==> config.mk <==
export PLATFORM = sky130hd
export DESIGN_NAME = sat_rr_sched
export DESIGN_NICKNAME = d
export VERILOG_FILES = /design/src/rtl/sat_rr_sched.sv
export SDC_FILE = /design/constraint.sdc
export NUM_CORES = 1
export LEC_CHECK = 0
export BUFFER_PORTS_ARGS = -buffer_cell sky130_fd_sc_hd__buf_2
export CORE_MARGIN = 2
export CORE_UTILIZATION = 29
export DETAILED_ROUTE_END_ITERATION = 7
export PLACE_DENSITY = 0.48
export SLEW_MARGIN = 10
export SYNTH_ARGS = -nofsm -noshare
export SYNTH_HDL_FRONTEND = slang
export SYNTH_SLANG_ARGS = --single-unit
==> constraint.sdc <==
create_clock -name i_clk -period 4 [get_ports i_clk]
set_input_delay 1 -clock i_clk [delete_from_list [all_inputs] [get_ports i_clk]]
set_output_delay 1 -clock i_clk [all_outputs]
set_load 0.01 [all_outputs]
==> src/rtl/sat_rr_sched.sv <==
// sat_rr_sched
// Round-robin scheduler that shares one saturating narrowing stage
// (NBW_IN -> NBW_OUT, signed) among NUM_REQ requesters.
// Ports:
//   i_clk, i_rst_n       clock, asynchronous active-low reset
//   i_valid / o_ready    per-requester handshake (one-hot or zero ready)
//   i_data               packed samples, requester k at [k*NBW_IN +: NBW_IN]
//   o_valid / i_ready    downstream handshake on the registered output stage
//   o_data, o_id, o_sat  saturated sample, source index, clamp flag
//   i_clr_cnt            synchronous clear of the saturation counter
//   o_sat_cnt            sticky count of saturated samples handed downstream
module sat_rr_sched #(
   parameter int NUM_REQ = 4,
   parameter int NBW_IN  = 8,
   parameter int NBW_OUT = 7,
   parameter int NBW_CNT = 16,
   parameter int NBW_ID  = $clog2(NUM_REQ)
) (
   input  logic                      i_clk,
   input  logic                      i_rst_n,
   input  logic [NUM_REQ-1:0]        i_valid,
   output logic [NUM_REQ-1:0]        o_ready,
   input  logic [NUM_REQ*NBW_IN-1:0] i_data,
   output logic                      o_valid,
   input  logic                      i_ready,
   output logic [NBW_OUT-1:0]        o_data,
   output logic [NBW_ID-1:0]         o_id,
   output logic                      o_sat,
   input  logic                      i_clr_cnt,
   output logic [NBW_CNT-1:0]        o_sat_cnt
);

   localparam int                 NBW_TOP   = NBW_IN - NBW_OUT + 1;
   localparam logic [NBW_ID:0]    NUM_REQ_W = (NBW_ID+1)'(NUM_REQ);
   localparam logic [NBW_ID-1:0]  LAST_ID   = NBW_ID'(NUM_REQ - 1);
   localparam logic [NBW_CNT-1:0] CNT_MAX   = {NBW_CNT{1'b1}};

   // Returns {clamp_flag, narrowed_sample}.
   function automatic logic [NBW_OUT:0] sat_fn(input logic [NBW_IN-1:0] x);
      logic [NBW_TOP-1:0] top;
      logic [NBW_OUT:0]   res;
      top = x[NBW_IN-1 -: NBW_TOP];
      // All dropped bits equal to the new sign bit: value fits.
      if ((&top) || !(|top)) begin
         res = {1'b0, x[NBW_OUT-1:0]};
      end else if (x[NBW_IN-1]) begin
         res = {1'b1, 1'b1, {(NBW_OUT-1){1'b0}}};
      end else begin
         res = {1'b1, 1'b0, {(NBW_OUT-1){1'b1}}};
      end
      return res;
   endfunction

   logic [NBW_IN-1:0]  samp_s [NUM_REQ];
   logic [NBW_ID-1:0]  ptr_q, ptr_d;
   logic [NBW_ID-1:0]  grant_s;
   logic [NBW_ID:0]    cand_s;
   logic               found_s;
   logic               ld_s;
   logic               xfer_s;
   logic [NUM_REQ-1:0] ready_s;
   logic [NBW_OUT:0]   sat_res_s;
   logic               valid_q, valid_d;
   logic [NBW_OUT-1:0] data_q, data_d;
   logic [NBW_ID-1:0]  id_q, id_d;
   logic               sat_q, sat_d;
   logic [NBW_CNT-1:0] cnt_q, cnt_d;

   for (genvar k = 0; k < NUM_REQ; k++) begin : g_unpack
      assign samp_s[k] = i_data[k*NBW_IN +: NBW_IN];
   end

   // Round-robin search: first valid requester starting at ptr, wrapping.
   always_comb begin
      found_s = 1'b0;
      grant_s = '0;
      cand_s  = '0;
      for (int off = 0; off < NUM_REQ; off++) begin
         cand_s = {1'b0, ptr_q} + (NBW_ID+1)'(off);
         if (cand_s >= NUM_REQ_W) begin
            cand_s = cand_s - NUM_REQ_W;
         end else begin
            cand_s = cand_s;
         end
         if (!found_s && i_valid[cand_s[NBW_ID-1:0]]) begin
            found_s = 1'b1;
            grant_s = cand_s[NBW_ID-1:0];
         end else begin
            found_s = found_s;
         end
      end
   end

   // Output stage can load when empty or draining; reset forces ready low.
   assign ld_s      = !valid_q || i_ready;
   assign xfer_s    = found_s && ld_s && i_rst_n;
   assign sat_res_s = sat_fn(samp_s[grant_s]);

   // One-hot ready toward the granted requester.
   always_comb begin
      ready_s = '0;
      if (xfer_s) begin
         ready_s[grant_s] = 1'b1;
      end else begin
         ready_s = '0;
      end
   end

   // Next state of pointer, output stage and saturation counter.
   always_comb begin
      ptr_d   = ptr_q;
      valid_d = valid_q;
      data_d  = data_q;
      id_d    = id_q;
      sat_d   = sat_q;
      cnt_d   = cnt_q;
      if (xfer_s) begin
         ptr_d   = (grant_s == LAST_ID) ? '0 : grant_s + 1'b1;
         valid_d = 1'b1;
         data_d  = sat_res_s[NBW_OUT-1:0];
         id_d    = grant_s;
         sat_d   = sat_res_s[NBW_OUT];
      end else if (ld_s) begin
         valid_d = 1'b0;
      end else begin
         valid_d = valid_q;
      end
      // Clear has priority; the count saturates instead of wrapping.
      if (i_clr_cnt) begin
         cnt_d = '0;
      end else if (valid_q && i_ready && sat_q && (cnt_q != CNT_MAX)) begin
         cnt_d = cnt_q + 1'b1;
      end else begin
         cnt_d = cnt_q;
      end
   end

   // State registers.
   always_ff @(posedge i_clk or negedge i_rst_n) begin
      if (!i_rst_n) begin
         ptr_q   <= '0;
         valid_q <= 1'b0;
         data_q  <= '0;
         id_q    <= '0;
         sat_q   <= 1'b0;
         cnt_q   <= '0;
      end else begin
         ptr_q   <= ptr_d;
         valid_q <= valid_d;
         data_q  <= data_d;
         id_q    <= id_d;
         sat_q   <= sat_d;
         cnt_q   <= cnt_d;
      end
   end

   assign o_ready   = ready_s;
   assign o_valid   = valid_q;
   assign o_data    = data_q;
   assign o_id      = id_q;
   assign o_sat     = sat_q;
   assign o_sat_cnt = cnt_q;

endmodule

==> flow_summary.ini <==
[status]
status = completed

[floorplanning]
core-area_sq_um = 6277
initial_core_util = 0.2960
die_width_um = 84.05
row_count = 29
io_pins = 71
dieArea_sq_um = 7064
chipHeight_um = 84.05

[global_routing]
antenna_found_initial = 0
grt_pass1_vias = 1505
grt_start_max_net_pins = 30
grt-ovfl-total = 0
track_usage = 0.1270
grt_pass1_wl_um = 7148

[detailed_routing]
drtAntennaViolNets = 0
first_pass_iters = 4
viasPerCell = 4.558
routedWlPerCell_um = 12.28
drc = 0
drt-initial-drc-count = 54
wl_um = 4113
vias = 1527

[synthesis]
ys_types = 39
synth_common_cells = dfrtp_1 (29), nor2_1 (23), nand2_1 (22), mux2i_1 (17), xor2_1 (11)
ys_async_sr_fraction = 1.000
synth_edf_count = 0
synth_seq_cells = 29
synth-seq-area-share = 0.3906
synth_top_area_share = 0.3906
syn-cell-area_sq_um = 1858
yosysTopAreaCell = dfrtp_1
avgSynthCellArea_sq_um = 10.04
syn-num-nets = 230
synth.top_cells.by_area = dfrtp_1 (39%), mux2i_1 (9.2%), xor2_1 (5.2%)
yosysMostFrequentCell = dfrtp_1
syn_inst = 185
synthFlopType = dfrtp_1
yosysWarnings = 0

[layout]
nFillCells = 655
diodes = 0
syn_to_final_growth_pct = 26.20
drive_gt1_frac = 0.4070
nets = 302

[clocking]
cts-root-buf = clkbuf_8
postCtsHoldBufs = 0
clock-sinks = 29
cts_setup_buffers = 0
cts.htree.levels = 2
cts_tree = built
cts_made_buffers = 5
clock_path_buffers = 2
clock_latency_ns = 0.28
clk_pin_slew_ns = 0.06
cts_resized = 0

[run]
drv_cap = 0

[sta]
whs_ns = 0.4789
worst_slew_pin_slew_ns = 0.7845
min_period_over_period = 0.8235
fmax_mhz = 303.6
clock_skew_ns = 0.006748
rsz0062_at_grt = no
finalSetupViolCount = 0
hold_violations = 0
fin_tns_setup_ns = 0
period_needed_ns = 3.294
relSlewSlack = 0.4770
final_max_slew_viol_count = 0

[setup_path]
cp_top_family = compound AO/OA/AOI/OAI gates
crit_arrival_ns = 2.29
end_kind = output port
crit_path_top_delay_cell = a21oi_2
cp_max_fo = 6
crit_type = primary input to output port
crit_top_cell = buf_2
path_buf_inv = 3
worstPathRequired_ns = 3.00
slowest_delay_ns = 0.28
path_cells = buf_2, a21boi_1, o22ai_1, a21oi_2, inv_1, ha_1, and2_1, buf_2
start_kind = primary input

[pwr]
p_leak_nw = 1.191
powerDensity_nw_per_um2 = 453.3
ir_drop_mv = 0.2529

[placed_design]
place_hpwl_um = 3205
gp_congestion = 0.7629
io_buffers = 70

[min_path]
holdCritPathClass = flop to flop
-- layout by cell type, fill, tap and decap left out, types with 2 or more instances in the layout --
master / n
buf_2: 70
dfrtp_1: 29
nor2_1: 23
nand2_1: 22
mux2i_1: 17
xor2_1: 11
nand3_1: 7
mux2_2: 6
maj3_2: 6
o21ai_2: 6
inv_1: 5
ha_1: 5
clkbuf_8: 5
nand4_1: 4
and2_1: 4
xnor2_1: 4
o21ai_0: 4
a21oi_1: 3
clkbuf_1: 3
buf_4: 3
nand2b_1: 2
and3_1: 2
nand3_2: 2
-- logic make-up after synthesis --
kind of cell / share of synthesized area
xor+xnor: 0.07070
flops: 0.3906
simple gates: 0.1993
compound gates: 0.07744
mux: 0.1481
fa+ha+maj: 0.07003
buf+inv: 0.04377
-- worst reg2reg max path, stage by stage (launching register included) --
cell	delay, ns
dfrtp_1	0.41
inv_1	0.11
a21boi_1	0.14
o22ai_1	0.11
a21oi_2	0.28
buf_4	0.25
mux2i_4	0.41
maj3_2	0.27
o21ai_2	0.05
-- routing by layer --
layer / GRT usage / wire, um
met1: 0.1576 / 1825
met2: 0.2042 / 1892
met3: 0.04748 / 341
met4: 0.03959 / 54
met5: 0 / 0
-- area by class of cell --
type                            count  area, sq um  share of cell area
Sequential cell                    29        725.7              0.3095
Multi-Input combinational cell    143         1051              0.4482
Clock buffer                        8        80.08             0.03415
Tap cell                           77        96.34             0.04109
Timing Repair Buffer               73        372.9              0.1590
Inverter                            5        18.77            0.008004
-- flip-flops by register name, summed over array words and instances, names as in the netlist --
signal,cells
o_data,7
o_id,2
o_sat,1
o_sat_cnt,16
o_valid,1
ptr_q,2
-- stage by stage --
| stage | worst slack (ns) | power [mW] | std cells | util | instance area, sq um |
|---|---|---|---|---|---|
| final | 0.7061 | 1.063 | 335 | 0.3735 | 2345 |
| after floorplan | 0.9958 | 0.7331 | 185 | - | 1858 |
| after global routing | 0.5512 | 1.150 | 335 | 0.3735 | 2345 |
| after detailed placement | 0.6829 | 0.8506 | 327 | 0.3608 | 2265 |
| after global placement | 0.7318 | 0.8484 | 327 | 0.3608 | 2265 |
| after CTS | 0.6805 | 1.085 | 335 | 0.3735 | 2345 |
-- worst paths after layout --
| path | start | depth (start not counted) | endpoint | slack, ns |
|---|---|---|---|---|
| max in group asynchronous | i_rst_n | 2 | o_data[3] | 2.93 |
| min in group asynchronous | i_rst_n | 2 | o_sat_cnt[6] | 0.79 |
| worst max-delay path | i_valid[3] | 8 | o_ready[2] | 0.71 |
| worst min-delay path | o_data[4] | 2 | o_data[4] | 0.48 |
| worst min register to register | o_data[4] | 2 | o_data[4] | 0.48 |
| worst max register to register | ptr_q[1] | 8 | o_data[5] | 1.84 |
-- where the power goes --
part | switching [mW] | internal (mW)
Clock | 0.105 | 0.123
Combinational | 0.232 | 0.216
Sequential | 0.0393 | 0.346
Note: power is estimated with default switching activity, not from simulation.
